--- config.mk ---
export PLATFORM = sky130hd
export DESIGN_NAME = gate_neuron_scheduler
export DESIGN_NICKNAME = d
export VERILOG_FILES = /design/src/rtl/gate_neuron_scheduler_pkg.sv /design/src/rtl/gate_neuron_scheduler_result_bank.sv /design/src/rtl/gate_neuron_scheduler.sv
export SDC_FILE = /design/constraint.sdc
export NUM_CORES = 1
export LEC_CHECK = 0
export BUFFER_PORTS_ARGS = -buffer_cell sky130_fd_sc_hd__buf_2
export CORE_AREA = 8 8 222 224
export CTS_BUF_LIST = sky130_fd_sc_hd__clkbuf_4 sky130_fd_sc_hd__clkbuf_8
export DETAILED_ROUTE_END_ITERATION = 7
export DIE_AREA = 0 0 230 232
export PLACE_DENSITY = 0.76
export RECOVER_POWER = 50
export SLEW_MARGIN = 40
export SYNTH_ARGS = -nofsm -noshare
export SYNTH_HDL_FRONTEND = slang
export SYNTH_SLANG_ARGS = --single-unit
--- constraint.sdc ---
create_clock -name clk -period 2.7 [get_ports clk]
set_clock_uncertainty 0.05 [all_clocks]
set_input_delay 0 -clock clk [delete_from_list [all_inputs] [get_ports clk]]
set_output_delay 0 -clock clk [all_outputs]
set_load 0.03 [all_outputs]
--- src/rtl/gate_neuron_scheduler_pkg.sv ---
// Shared types and sizing helpers for the gate neuron scheduler and its result bank.
package gate_neuron_scheduler_pkg;

    typedef enum logic [2:0] {
        ST_IDLE  = 3'd0,
        ST_LOAD  = 3'd1,
        ST_RUN   = 3'd2,
        ST_STORE = 3'd3,
        ST_FIN   = 3'd4
    } state_e;

    // Full-precision product plus one carry bit from the lane accumulator.
    function automatic int res_w(input int data_width);
        return 2 * data_width + 1;
    endfunction

    function automatic int ceil_div(input int a, input int b);
        return (a + b - 1) / b;
    endfunction

    // Never returns 0 so that degenerate sizes still give a legal vector width.
    function automatic int clog2_min1(input int v);
        return (v <= 2) ? 1 : $clog2(v);
    endfunction

endpackage

--- src/rtl/gate_neuron_scheduler_result_bank.sv ---
// Packed row store for one gate: each masked lane writes its result into row row_base+i.
module gate_result_bank
    import gate_neuron_scheduler_pkg::*;
#(
    parameter int RES_W      = 33,
    parameter int HIDDEN_OUT = 15,
    parameter int LANES      = 2,
    parameter int RB_W       = 4
) (
    input  logic                        clk,
    input  logic                        rst,
    input  logic                        we,
    input  logic [RB_W-1:0]             row_base,
    input  logic [LANES-1:0]            lane_mask,
    input  logic [RES_W*LANES-1:0]      lane_result,
    output logic [RES_W*HIDDEN_OUT-1:0] final_vec
);

    // Per-row decode: a row takes the lane whose offset from row_base lands on it.
    always_ff @(posedge clk) begin
        if (rst) begin
            final_vec <= '0;
        end else if (we) begin
            for (int r = 0; r < HIDDEN_OUT; r++) begin
                for (int i = 0; i < LANES; i++) begin
                    if (lane_mask[i] && (int'(row_base) + i == r)) begin
                        final_vec[RES_W*r +: RES_W] <= lane_result[RES_W*i +: RES_W];
                    end
                end
            end
        end
    end

endmodule

--- src/rtl/gate_neuron_scheduler.sv ---
// Time-multiplexes HIDDEN_OUT gate neurons onto LANES neuron lanes, one batch of rows at a time,
// advancing on the lanes' done flags with a per-batch watchdog.
module gate_neuron_scheduler
    import gate_neuron_scheduler_pkg::*;
#(
    parameter int  DATA_WIDTH = 16,
    parameter int  HIDDEN_OUT = 15,
    parameter int  LANES      = 2,
    parameter int  TIMEOUT    = 255,
    localparam int RES_W      = res_w(DATA_WIDTH),
    localparam int RB_W       = clog2_min1(HIDDEN_OUT)
) (
    input  logic                        clk,
    input  logic                        rst,
    input  logic                        start,
    output logic                        busy,
    output logic                        done,
    output logic                        err,
    output logic [RB_W-1:0]             row_base,
    output logic [LANES-1:0]            lane_mask,
    output logic                        lane_load,
    output logic                        neuron_en,
    input  logic [LANES-1:0]            neuron_done,
    input  logic [RES_W*LANES-1:0]      lane_result,
    output logic [RES_W*HIDDEN_OUT-1:0] final_vec,
    output logic [2:0]                  dbg_state
);

    localparam int NB      = ceil_div(HIDDEN_OUT, LANES);
    localparam int BATCH_W = clog2_min1(NB);
    localparam int WD_W    = 16;

    // Handshake: start is a level, accepted only in IDLE (ignored while busy, including FIN);
    // done is a single-cycle pulse in FIN with final_vec already holding the new rows.
    state_e              state;
    state_e              state_next;
    logic [BATCH_W-1:0]  batch;
    logic [WD_W-1:0]     wdog;
    logic [WD_W:0]       wdog_next;
    logic                all_done;
    logic                timeout_hit;
    logic                last_batch;
    logic                bank_we;

    assign dbg_state   = state;
    assign wdog_next   = {1'b0, wdog} + {{WD_W{1'b0}}, 1'b1};
    assign timeout_hit = (wdog_next == (WD_W+1)'(TIMEOUT));
    assign all_done    = ((neuron_done & lane_mask) == lane_mask);
    assign last_batch  = (batch == BATCH_W'(NB - 1));

    // Rows past HIDDEN_OUT in the final batch belong to no neuron.
    always_comb begin
        lane_mask = '0;
        for (int i = 0; i < LANES; i++) begin
            lane_mask[i] = (int'(row_base) + i) < HIDDEN_OUT;
        end
    end

    always_ff @(posedge clk) begin
        if (rst) begin
            state <= ST_IDLE;
        end else begin
            state <= state_next;
        end
    end

    always_comb begin
        state_next = state;
        case (state)
            ST_IDLE:  if (start) state_next = ST_LOAD;
            ST_LOAD:  state_next = ST_RUN;
            ST_RUN: begin
                // A done seen on the watchdog's last cycle still counts as success.
                if (all_done)         state_next = ST_STORE;
                else if (timeout_hit) state_next = ST_FIN;
            end
            ST_STORE: state_next = last_batch ? ST_FIN : ST_LOAD;
            ST_FIN:   state_next = ST_IDLE;
            default:  state_next = ST_IDLE;
        endcase
    end

    always_comb begin
        busy      = (state != ST_IDLE);
        done      = (state == ST_FIN);
        lane_load = (state == ST_LOAD);
        neuron_en = (state == ST_RUN);
        bank_we   = (state == ST_STORE);
    end

    always_ff @(posedge clk) begin
        if (rst) begin
            batch    <= '0;
            row_base <= '0;
            wdog     <= '0;
            err      <= 1'b0;
        end else begin
            case (state)
                ST_IDLE: begin
                    if (start) begin
                        batch    <= '0;
                        row_base <= '0;
                        wdog     <= '0;
                        err      <= 1'b0;
                    end
                end
                ST_RUN: begin
                    wdog <= wdog_next[WD_W-1:0];
                    if (!all_done && timeout_hit) err <= 1'b1;
                end
                ST_STORE: begin
                    if (!last_batch) begin
                        batch    <= batch + BATCH_W'(1);
                        row_base <= row_base + RB_W'(LANES);
                        wdog     <= '0;
                    end
                end
                default: ;
            endcase
        end
    end

    gate_result_bank #(
        .RES_W      (RES_W),
        .HIDDEN_OUT (HIDDEN_OUT),
        .LANES      (LANES),
        .RB_W       (RB_W)
    ) u_bank (
        .clk         (clk),
        .rst         (rst),
        .we          (bank_we),
        .row_base    (row_base),
        .lane_mask   (lane_mask),
        .lane_result (lane_result),
        .final_vec   (final_vec)
    );

endmodule
# Yosys cells after proc, flatten, opt, wreduce, memory -nomap -nowiden
# Cells that the tools add are included.
# totals
word_cells	186
inputBits	71
ff_bits	522
output_inout_bits	509
# op_classes
eq_ne	39
n_lt_le_gt_ge	2
add_sub_neg	4
muxes	47
n_bitwise	1
n_reduce_logical	73
# ops
op	n
$mux 33	30
$eq 32x5->1 const B	7
$eq 32x4->1 const B	4
$eq 32x3->1 const B	2
$logic_not 32->1	2
$pmux 16 s3	1
$reduce_bool 2->1	17
$eq 32x2->1 const B	1
$eq 4x4->1 const B	8
$lt 32x5->1 const B	1
$mux 16	2
$reduce_and 2->1	16
$logic_and 1x1->1	31
$mux 3	6
$add 16x1->17 const B	1
$eq 17x8->1 const B	1
$eq 4x3->1 const B	4
$pmux 3 s4	1
$reduce_and 3->1	3
$eq 4x2->1 const B	2
$mux 4	2
$pmux 4 s2	1
$eq 3x2->1 const B	2
$eq 3x3->1 const B	2
other kinds (16)	19

# Logic depth before layout (Yosys ltp)
# Gate-level depths: netlist of the first run.
# depth
depth_word	8
mapped_depth	9
mapped_depth_nobuf	8

# Cells and area by module
# Synthesis of the first run repeated with hierarchy kept, for this count alone.
# hier_totals
hier_cells	2952
hier_area_um2	22536.6
# by_module_without_submodules
module	instances	area_each_um2	seq_area_each_um2	cells_each
gate_result_bank	1	20995.1	9909.5	2762
gate_neuron_scheduler	1	1541.5	520.5	190

# Worst setup path before layout of the first run
# OpenSTA, ideal clock, no wires.
# synth_path
kind	reg2reg
from	reg wdog[1]
to	reg err
setup_slack_ns	0.620
n_path_buf	1
t_required_ns	2.583
setup_ns	0.067
synth_period_minus_slack_ns	2.080
stages_incl_launch_ff	9
arrival_ns	1.963
cell_sequence	dfxtp_1 ha_1 and3_1 buf_6 nand2_1 nor4_2 o221ai_2 or3_4 a21oi_2
# synth_between
elab_chain_cells	5
# synth_lines
element	line	source
start, declared	gate_neuron_scheduler.sv:38	logic [WD_W-1:0] wdog;
start signal, assigned	gate_neuron_scheduler.sv:108	wdog <= wdog_next[WD_W-1:0];
$add 16x1->17	gate_neuron_scheduler.sv:46	assign wdog_next = {1'b0, wdog} + {{WD_W{1'b0}}, 1'b1};
$eq 17x8->1	gate_neuron_scheduler.sv:47	assign timeout_hit = (wdog_next == (WD_W+1)'(TIMEOUT));
$logic_and 1x1->1	gate_neuron_scheduler.sv:109	if (!all_done && timeout_hit) err <= 1'b1;
$ne 2x1->1 (no line)	n/a	
$reduce_and 3->1 (no line)	n/a	
end signal, assigned	gate_neuron_scheduler.sv:96	err <= 1'b0;
end signal, assigned	gate_neuron_scheduler.sv:104	err <= 1'b0;
end signal, assigned	gate_neuron_scheduler.sv:109	
end, declared	gate_neuron_scheduler.sv:18	output logic err,
# No other way between the ends.
# A chain may end at the register's enable or synchronous reset.

# Worst setup path in the final report of the first run
# layout_path
from	reg wdog[0]
to	reg err
# Same word-level chain as after synthesis.

==> qor.yml, run 1 <==
finish:
  drive_above_1_share_pct: 9.55
  layout_commonest_cell: "nand2_1"
  multi_input_area_um2: 7460
  fill_cells: 4556
  fin_nets: 3041
  regArea_um2: 10400
  post-route-util_pct: 52.3
  area_growth_syn_to_layout_pct: 27.1
  mostFrequentLayoutCells: "nand2_1 (1008), a21oi_1 (521), dfxtp_1 (521), clkbuf_1 (504), clkbuf_8 (99)"
pwr:
  seqPwrFrac_pct: 49.3
  ir_worst_vdd_uv: 545
  sw_frac_of_total_pct: 23.0
  p_leak_uw: 0.00793
  p_comb_share_pct: 4.3
  p_clk_share_pct: 46.4
  p_sw_uw: 3610
  intPower_uw: 12100
  power_density_nw_per_um2: 655
sta:
  finalSetupViolations: 0
  rsz0062_at_grt: "false"
  fin_setup_tns_ns: 0
  drv_slew: 0
  post-route-period-util_pct: 88.1
  finalHoldViolCount: 0
  slew_headroom_pct: 52.1
  min_period_ns: 2.38
  max_freq_ghz: 0.421
  worst_slew_pin_slew_ns: 0.719
critical_path:
  arrival_ns: 2.92
  rr_worst_depth: 7
  end_kind: "register"
  path_buf_inv: 0
  cp_top_family: "simple AND/OR/NAND/NOR gates"
  cp_data_required_time_ns: 3.24
  crit_chain: "ha_1 -> and3_1 -> nand2_1 -> nor4_2 -> o221ai_2 -> or3_4 -> a21oi_2"
  cp_slowest_cell: "dfxtp_1"
  reg2reg_from: "wdog[0]"
  critPathMaxFanout: 10
  startpoint: "wdog[0]"
  r2r_slack_ns: 0.32
  crit_type: "register to register"
  cp-endpoint: "err"
  max_stage_delay_ns: 0.49
  start_kind: "register"
  r2r-end: "err"
  cp_num_cells: 7
route:
  drcViolationCount: 0
  drt_wl_total_um: 70600
  drt_pre_antenna_iters: 5
  via_per_inst: 5.22
  ant_nets: 0
  vias: 19000
  drt_iter0_drc: 1481
  wl_per_cell_um: 19.4
yosys:
  synth_top_area_cell: "dfxtp_1"
  ys_seq_area_share_pct: 55.3
  ys_ff_latch: 521
  synth_compound_area_share_pct: 15.0
  syn_inst: 2408
  async_flop_share_pct: 0
  synth_simple_gate_area_share_pct: 23.5
  yosys_warnings: 0
  synth_mux_area_share_pct: 0.0796
  synth-adder-area-share_pct: 0.332
  synthesis.area_um2: 18900
  yosysUniqueCellTypes: 59
  avgSynthCellArea_um2: 7.83
  synth_top_area_share_pct: 55.3
  synthXorXnorAreaFrac_pct: 0.186
  synthesis.nets: 2484
  synth_edf_count: 0
  synth.area.top_cells: "dfxtp_1 (55%), nand2_1 (20%), a21oi_1 (14%)"
  ys.flop_type: "dfxtp_1"
  synth_top_family_by_area: "simple AND/OR/NAND/NOR gates"
global_routing:
  grt_overflow: 0
  grt_max_degree: 93
  grt_usage_pct: 25.0
  antenna_found_initial: 1
  grt_first_pass_wirelength_um: 106000
  grt_pass1_vias: 18400
clock_tree:
  clockBufferDepth: 3
  cts_max_level: 3
  clkSinkCount: 521
  post_cts_resized: 0
  cts_root_buf: "clkbuf_8"
  numCtsBuffers: 83
  cts_tree: "done"
  insertion_delay_ns: 0.66
  path_clk_slew_ns: 0.06
placed_design:
  place.detailed.hpwl_um: 44800
  place.gp.congestion: 0.843
  portBuffers: 577
worst_hold_path:
  holdCritPathClass: "primary input to register"
floorplan:
  die_w_um: 230
  start_util_pct: 41.1
  die_h_um: 232
  ios: 580
  die-area_um2: 53400
  design.core.area_um2: 45900
  rows: 79
job:
  cap_violations: 0
status:
  outcome: "finished clean"
-- cells by family (layout without fill, tap and decap cells) --
logic type                 count (synthesis)  in the layout
and+or+nand+nor                         1100           1100
DFF                                      521            521
xor gates and xnor gates                   4              4
AOI/OAI and AO/OA                        553            553
adders and majority gates                  5              5
other                                      2              3
muxes                                      1              1
buffers and inverters                    222            840
-- cell usage after synthesis, types with 2 or more instances --
| master | count |
|---|---|
| and3b_1 | 2 |
| a21oi_1 | 521 |
| nor4b_1 | 2 |
| a31oi_1 | 6 |
| buf_6 | 10 |
| or3_1 | 3 |
| nand4b_1 | 4 |
| o21bai_1 | 2 |
| clkbuf_1 | 106 |
| a211oi_1 | 2 |
| buf_4 | 19 |
| nor3_1 | 7 |
| o21ai_0 | 11 |
| nand3_1 | 3 |
| o21ai_1 | 2 |
| nand3b_1 | 5 |
| ha_1 | 5 |
| or4_1 | 3 |
| a21oi_2 | 2 |
| nand4_2 | 2 |
| buf_1 | 14 |
| dfxtp_1 | 521 |
| and2_1 | 4 |
| nor3b_1 | 3 |
| xor2_1 | 2 |
| buf_2 | 66 |
| inv_1 | 7 |
| nand4_1 | 3 |
| conb_1 | 2 |
| o22ai_1 | 2 |
| xnor2_1 | 2 |
| nand2_1 | 1010 |
| nor2_1 | 25 |
| and3_1 | 4 |
| nor3b_2 | 2 |
-- state kept, by name, summed over array words and instances (netlist names) --
| register | cells |
|---|---|
| batch | 3 |
| row_base | 3 |
| u_bank.final_vec | 495 |
| err | 1 |
| wdog | 16 |
| dbg_state | 3 |
-- repair_timing --
action	in CTS	in global routing
hold buffers	70	0
setup buffers	0	0
hold endpoints to repair	510	0
-- layout make-up --
class	instances	share of cell area, %
timing repair buffer	687	14.6
antenna	1	0.0104
inverter	7	0.110
tap	607	3.17
sequential	521	43.5
multi-input combinational	1665	31.1
clock buffer	134	6.78
clock inverter	12	0.741
-- tightest hold or removal path, stage by stage --
cell and delay, ns:
buf_2 0.07, o21ai_0 0.14, and3_2 0.24, nand4_1 0.09, or3_4 0.13, a21oi_2 0.04
-- power groups by stage --
stage / sequential [uW] / clock (uW) / combinational [uW]
2_1_floorplan: 7940 / 0 / 296
3_3_place_gp: 7900 / 0 / 594
3_5_place_dp: 7900 / 0 / 594
4_1_cts: 7730 / 7380 / 674
5_1_grt: 7730 / 7720 / 716
6_report: 7730 / 7290 / 677
-- metal layers --
metal | wire, um | share of wire [%] | vias up | GRT usage (%)
li1 | - | - | 8908 | -
met1 | 26900 | 38 | 8881 | 28.3
met2 | 32600 | 46 | 983 | 41.5
met3 | 7820 | 11 | 192 | 8.62
met4 | 3270 | 4.6 | 0 | 13.1
met5 | 0 | 0 | - | 0
-- through the flow --
step / hold slack [ns] / cells / instance area [um^2] / worst slack, ns / power (uW)
after global placement: 0.268 / 3417 / 22100 / 0.372 / 8490
after CTS: 0.00755 / 3633 / 24600 / 0.341 / 15800
after global routing: 0.0956 / 3634 / 24000 / 0.121 / 16200
after detailed placement: 0.268 / 3417 / 22100 / 0.368 / 8490
after floorplan: 0.0860 / 2408 / 18900 / 0.620 / 8240
final: 0.0667 / 3634 / 24000 / 0.323 / 15700
-- worst min path at each step --
stage / cells after the start / slack, ns / startpoint / endpoint
after floorplan: 2 / 0.09 / lane_result[65] / u_bank.final_vec[131]
after global placement: 3 / 0.27 / lane_result[35] / u_bank.final_vec[35]
after detailed placement: 3 / 0.27 / lane_result[35] / u_bank.final_vec[299]
after CTS: 6 / 0.008 / neuron_done[1] / err
after global routing: 6 / 0.1 / neuron_done[1] / dbg_state[2]
final: 6 / 0.07 / neuron_done[1] / err
Power figures use the tool's default switching activity.
==> run 2, diff against run 1 <==
BUFFER_PORTS_ARGS = unset   (was -buffer_cell sky130_fd_sc_hd__buf_2)
CORE_AREA = 8 8 221 223   (was 8 8 222 224)
DIE_AREA = 0 0 229 231   (was 0 0 230 232)
DONT_BUFFER_PORTS = 1   (was unset)
PLACE_DENSITY = 0.65   (was 0.76)
==> qor.yml, run 2 (synthesized netlist as in run 1, its figures left out) <==
critical_path:
  r2r_slack_ns: 0.002  # was 0.32 ns
  crit_type: "register to register"  # unchanged
  max_stage_delay_ns: 0.61  # was 0.49 ns
  rr_worst_depth: 7  # unchanged
  start_kind: "register"  # unchanged
  startpoint: "dbg_state[1]"  # was wdog[0]
  cp_slowest_cell: "dlygate4sd3_1"  # was dfxtp_1
  end_kind: "register"  # unchanged
  cp-endpoint: "u_bank.final_vec[236]"  # was err
  critPathMaxFanout: 66  # was 10
  crit_chain: "and3b_1 -> nand2_1 -> nor3b_4 -> buf_12 -> nand2_1 -> a21oi_1 -> dlygate4sd3_1"  # was ha_1 -> and3_1 -> nand2_1 -> nor4_2 -> o221ai_2 -> or3_4 -> a21oi_2
  r2r-end: "u_bank.final_vec[236]"  # was err
  arrival_ns: 3.25  # was 2.92 ns
  reg2reg_from: "dbg_state[1]"  # was wdog[0]
  cp_data_required_time_ns: 3.25  # was 3.24 ns
  crit_path_frequent_cell: "nand2_1"
finish:
  fill_cells: 3848  # was 4556
  layout_commonest_cell: "nand2_1"  # unchanged
  drive_above_1_share_pct: 7.57  # was 9.55%
  largest_register: "u_bank.final_vec"  # unchanged
  reg.largest.list: "u_bank.final_vec: 495 flops, wdog: 16 flops"  # unchanged
  area_growth_syn_to_layout_pct: 33.9  # was 27.1%
  largest_reg_flops: 495  # unchanged
  post-route-util_pct: 56.0  # was 52.3%
  regArea_um2: 10400  # about the same
  multi_input_area_um2: 7450  # was 7460 um^2
  fin_nets: 2835  # was 3041
  mostFrequentLayoutCells: "nand2_1 (1009), a21oi_1 (521), dfxtp_1 (518), dlygate4sd3_1 (442), clkbuf_8 (97)"  # was nand2_1 (1008), a21oi_1 (521), dfxtp_1 (521), clkbuf_1 (504), clkbuf_8 (99)
clock_tree:
  path_clk_slew_ns: 0.06  # about the same
  cts_max_level: 3  # unchanged
  insertion_delay_ns: 0.67  # was 0.66 ns
  cts_root_buf: "clkbuf_8"  # unchanged
  numCtsBuffers: 84  # was 83
  cts_tree: "done"  # unchanged
  clockBufferDepth: 3  # unchanged
  clkSinkCount: 521  # unchanged
route:
  routed.top_layer: "met5"  # was met4
  drt_pre_antenna_iters: 6  # was 5
  via_per_inst: 5.47  # was 5.22
  drcViolationCount: 0  # unchanged
  ant_nets: 0  # unchanged
  wl_per_cell_um: 21.9  # was 19.4 um
  dr_wl_met2_um: 35600  # was 32600 um
  wl_met1_um: 25300  # was 26900 um
  drt_wl_total_um: 74900  # was 70600 um
  met3_length_um: 10100  # was 7820 um
  vias: 18700  # was 19000
  drt_iter0_drc: 1656  # was 1481
sta:
  worst_slew_pin_slew_ns: 2.07  # was 0.719 ns
  finalHoldViolCount: 47  # was 0
  whs_ns: -0.610  # was 0.0667 ns
  slew_headroom_pct: -37.9  # was 52.1%
  post-route-period-util_pct: 99.9  # was 88.1%
  min_period_ns: 2.70  # was 2.38 ns
  fin_ws_ns: 0.00201  # was 0.323 ns
  max_freq_ghz: 0.371  # was 0.421 GHz
  finalSetupViolations: 0  # unchanged
  drv_slew: 244  # was 0
worst_hold_path:
  holdCritPathClass: "primary input to register"  # unchanged
global_routing:
  grt_pass1_vias: 17300  # was 18400
  grt_first_pass_wirelength_um: 106000  # about the same
  grt_max_degree: 516  # was 93
  antenna_found_initial: 4  # was 1
  grt_usage_pct: 25.3  # was 25.0%
  grt_overflow: 0  # unchanged
placed_design:
  place.detailed.hpwl_um: 43700  # was 44800 um
  portBuffers: 0  # was 577
  place_ws_ns: 0.352  # was 0.368 ns
  place.gp.congestion: 0.848  # was 0.843
floorplan:
  ios: 580  # unchanged
  die_h_um: 231  # was 232 um
  design.core.area_um2: 45100  # was 45900 um^2
  start_util_pct: 41.8  # was 41.1%
  die-area_um2: 52900  # was 53400 um^2
  die_w_um: 229  # was 230 um
  rows: 78  # was 79
status:
  violations: "hold timing, slew limit"
  outcome: "complete, but fails checks"  # was finished clean
pwr:
  power_density_nw_per_um2: 601  # was 655 nW/um^2
  p_leak_uw: 0.00956  # was 0.00793 uW
  ir_worst_vdd_uv: 439  # was 545 uV
job:
  cap_violations: 0  # unchanged
run 2: changes by cell type in the layout (fill, tap and decap cells not counted), moves of 4 or more:
cell,previous run,this run
buf_12,18,12
buf_2,73,0
buf_4,20,25
dlygate4sd3_1,70,442
clkbuf_1,504,0
clkbuf_4,35,31
run 2: metrics by stage:
| stage | hold slack, ns | instances | TNS [ns] | area [um^2] | total power, uW |
|---|---|---|---|---|---|
| after floorplan | 0.0860 | 2408 | 0 | 18900 | 8240 |
| after global placement | 0.0643 | 2831 | 0 | 19100 | 8130 |
| after global routing | -0.700 | 3418 | -0.806 | 25300 | 15600 |
| after CTS | -0.696 | 3257 | 0 | 23600 | 15200 |
| final | -0.610 | 3418 | 0 | 25300 | 15200 |
| after detailed placement | 0.0614 | 2831 | 0 | 19100 | 8130 |
run 2: worst min-delay path by stage:
stage                    start                     to  cells past startpoint  slack (ns)
2_1_floorplan  lane_result[65]  u_bank.final_vec[131]                      2        0.09
3_3_place_gp               rst  u_bank.final_vec[402]                      1        0.06
3_5_place_dp               rst    u_bank.final_vec[8]                      1        0.06
4_1_cts                    rst    u_bank.final_vec[8]                      1       -0.70
5_1_grt                    rst               wdog[14]                      1       -0.70
6_report                   rst  u_bank.final_vec[403]                      1       -0.61
run 2: critical path, delay by kind of cell (launching register included):
| family | cells | cell delay [ns] |
|---|---|---|
| AO/OA/AOI/OAI | 1 | 0.20 |
| buffers and inverters | 2 | 0.99 |
| flip-flops | 1 | 0.50 |
| AND/OR/NAND/NOR | 4 | 0.84 |
run 2: layer usage:
metal	vias up	global-route usage, %
li1	8485	-
met1	8844	26.4
met2	1128	41.6
met3	248	11.9
met4	2	15.0
met5	-	0
run 2: cell type report:
cell class	instances	share of cell area, %
antenna	3	0.0297
clock inverter	14	0.540
inverter	7	0.104
clock buffer	128	6.21
sequential	521	41.3
multi-input combinational	1665	29.5
timing repair buffer	480	19.3
tap	600	2.97
run 2: timing repair:
| item | in CTS | in global routing |
|---|---|---|
| gates resized for setup | 0 | 6 |
| hold buffers | 284 | 158 |
| setup endpoints to repair | 0 | 162 |
| setup buffers | 0 | 0 |
| hold endpoints to repair | 521 | 340 |
run 2: where the power goes:
group / switching (uW) / internal (uW) / total, uW
Clock: 3150 / 3810 / 6960
Sequential: 67.6 / 7710 / 7780
Combinational: 293 / 148 / 441
Total: 3510 / 11700 / 15200
==> run 3, diff against run 2 <==
ABC_AREA = 1   (was unset)
CORE_AREA = 8 8 218 220   (was 8 8 221 223)
DIE_AREA = 0 0 226 228   (was 0 0 229 231)
RECOVER_POWER = 100   (was 50)
SLEW_MARGIN = unset   (was 40)
==> qor.yml, run 3 <==
clock_tree:
  insertion_delay_ns: 0.65  # was 0.67 ns
  path_clk_slew_ns: 0.06  # about the same
  numCtsBuffers: 85  # was 84
  clkSinkCount: 521  # unchanged
  cts_tree: "done"  # unchanged
  cts_root_buf: "clkbuf_8"  # unchanged
  post_cts_resized: 0  # unchanged
  clockBufferDepth: 3  # unchanged
  cts_max_level: 3  # unchanged
placed_design:
  place.detailed.hpwl_um: 44800  # was 43700 um
  place_ws_ns: 0.532  # was 0.352 ns
  portBuffers: 0  # unchanged
  dp_cells: 2865  # was 2831
  place.gp.congestion: 0.906  # was 0.848
yosys:
  async_flop_share_pct: 0  # unchanged
  synth_edf_count: 0  # unchanged
  ys_top_cells_by_count: "nor2_1 (981), dfxtp_1 (521), o21ai_0 (501)"  # was nand2_1 (1010), a21oi_1 (521), dfxtp_1 (521)
  ys.flop_type: "dfxtp_1"  # unchanged
  synth_top_area_share_pct: 56.8  # was 55.3%
  ys_seq_area_share_pct: 56.8  # was 55.3%
  syn_inst: 2394  # was 2408
  yosys_warnings: 0  # unchanged
  synthesis.area_um2: 18400  # was 18900 um^2
  ys_ff_latch: 521  # unchanged
  yosysUniqueCellTypes: 30  # was 59
  avgSynthCellArea_um2: 7.67  # was 7.83 um^2
  yosysMostFrequentCell: "nor2_1"  # was nand2_1
  synth.area.top_cells: "dfxtp_1 (57%), nor2_1 (20%), o21ai_0 (14%)"  # was dfxtp_1 (55%), nand2_1 (20%), a21oi_1 (14%)
  synth_top_area_cell: "dfxtp_1"  # unchanged
  synthesis.nets: 2470  # was 2484
sta:
  max_freq_ghz: 0.412  # was 0.371 GHz
  fin_setup_tns_ns: 0  # unchanged
  worst_slew_pin_slew_ns: 0.999  # was 2.07 ns
  rsz0062_at_grt: "false"
  slew_headroom_pct: 33.4  # was -37.9%
  drv_slew: 0  # was 244
  finalSetupViolations: 0  # unchanged
  whs_ns: 0.119  # was -0.610 ns
  finalHoldViolCount: 0  # was 47
  fin_ws_ns: 0.270  # was 0.00201 ns
  post-route-period-util_pct: 90.0  # was 99.9%
  min_period_ns: 2.43  # was 2.70 ns
floorplan:
  die-area_um2: 51500  # was 52900 um^2
  design.core.area_um2: 43800  # was 45100 um^2
  rows: 77  # was 78
  start_util_pct: 41.9  # was 41.8%
  die_w_um: 226  # was 229 um
  die_h_um: 228  # was 231 um
  ios: 580  # unchanged
global_routing:
  grt_first_pass_wirelength_um: 99500  # was 106000 um
  antenna_found_initial: 6  # was 4
  grt_pass1_vias: 15400  # was 17300
  grt_usage_pct: 24.9  # was 25.3%
  grt_max_degree: 135  # was 516
  grt_overflow: 0  # unchanged
pwr:
  power_uw: 16400  # was 15200 uW
  ir_worst_vdd_uv: 556  # was 439 uV
  p_leak_uw: 0.00781  # was 0.00956 uW
  power_density_nw_per_um2: 776  # was 601 nW/um^2
route:
  ant_nets: 0  # unchanged
  drcViolationCount: 0  # unchanged
  vias: 16400  # was 18700
  wl_per_cell_um: 21.8  # was 21.9 um
  via_per_inst: 5.31  # was 5.47
  drt_pre_antenna_iters: 5  # was 6
  drt_wl_total_um: 67200  # was 74900 um
  drt_iter0_drc: 1485  # was 1656
critical_path:
  cp_data_required_time_ns: 3.23  # was 3.25 ns
  arrival_ns: 2.96  # was 3.25 ns
  crit_type: "register to register"  # unchanged
  start_kind: "register"  # unchanged
  critPathMaxFanout: 28  # was 66
  end_kind: "register"  # unchanged
job:
  cap_violations: 0  # unchanged
finish:
  mostFrequentLayoutCells: "nor2_1 (982), dfxtp_1 (521), o21ai_0 (501), clkbuf_8 (102), nand2_1 (96)"  # was nand2_1 (1009), a21oi_1 (521), dfxtp_1 (518), dlygate4sd3_1 (442), clkbuf_8 (97)
  largest_register: "u_bank.final_vec"  # unchanged
  reg.largest.list: "u_bank.final_vec: 495 flops, wdog: 16 flops"  # unchanged
  layout_commonest_cell: "nor2_1"  # was nand2_1
  drive_above_1_share_pct: 7.91  # was 7.57%
  area_growth_syn_to_layout_pct: 15.4  # was 33.9%
  largest_reg_flops: 495  # unchanged
  fin_cells: 3086  # was 3418
  fill_cells: 4256  # was 3848
  fin_nets: 2506  # was 2835
worst_hold_path:
  holdCritPathClass: "primary input to register"  # unchanged
status:
  outcome: "finished clean"  # was complete, but fails checks
==> run 3: power by group <==
group / switching [uW] / total, uW / internal [uW]
registers: 464 / 8320 / 7850
clock network: 3120 / 6930 / 3810
logic: 870 / 1200 / 331
total: 4450 / 16400 / 12000
==> run 3: per-layer routing <==
metal	share of wire (%)	wire [um]	vias up	global-route usage, %
met5	0	0	-	0
li1	-	-	7751	-
met3	12	8340	146	10.6
met2	48	32300	850	41.9
met4	3.6	2440	0	11.3
met1	36	24100	7635	26.8
==> run 3: area by class of cell <==
cell class	count	area, um^2	area share (%)
clock buffer	131	1620	7.65
antenna	5	12.5	0.0590
inverter	45	176	0.833
timing repair buffer	107	1010	4.79
multi-input combinational	1670	7110	33.6
clock inverter	15	83.8	0.396
sequential	521	10400	49.2
tap	592	741	3.50
==> run 3: path summary, 6_finish.rpt <==
| path | startpoint | endpoint | slack, ns | depth (start not counted) |
|---|---|---|---|---|
| min reg2reg | wdog[15] | wdog[15] | 0.43 | 2 |
| max | dbg_state[1] | u_bank.final_vec[488] | 0.27 | 7 |
| max reg2reg | dbg_state[1] | u_bank.final_vec[488] | 0.27 | 7 |
| min | lane_result[65] | u_bank.final_vec[263] | 0.12 | 3 |
==> run 3: kinds of logic (layout without fill, tap and decap cells) <==
logic type / count (synthesis) / count (layout) / synth area share [%]
simple gates: 1112 / 1112 / 23.3
flops: 521 / 521 / 56.8
buf+inv: 203 / 298 / 4.45
xor+xnor: 2 / 2 / 0.0954
compound gates: 549 / 549 / 15.0
other cells: 2 / 7 / 0.0409
fa+ha+maj: 5 / 5 / 0.341
==> run 3: stage by stage <==
stage / instance area (um^2) / utilization [%]
after floorplan: 18400 / -
after global placement: 18800 / 43.0
after detailed placement: 18800 / 43.0
after CTS: 21200 / 48.4
after global routing: 21200 / 48.3
final: 21200 / 48.3
==> run 3: what timing repair did <==
action                    in CTS  in global routing
hold buffers                  70                  0
setup buffers                  0                  0
hold endpoints to repair     521                  0
==> run 3: worst max-delay path, stage by stage (launching register included) <==
cell,delay (ns)
dfxtp_1,0.57
inv_1,0.17
nor2_4,0.26
inv_2,0.08
nor2_1,0.47
buf_4,0.44
o21ai_0,0.16
nor2_1,0.12
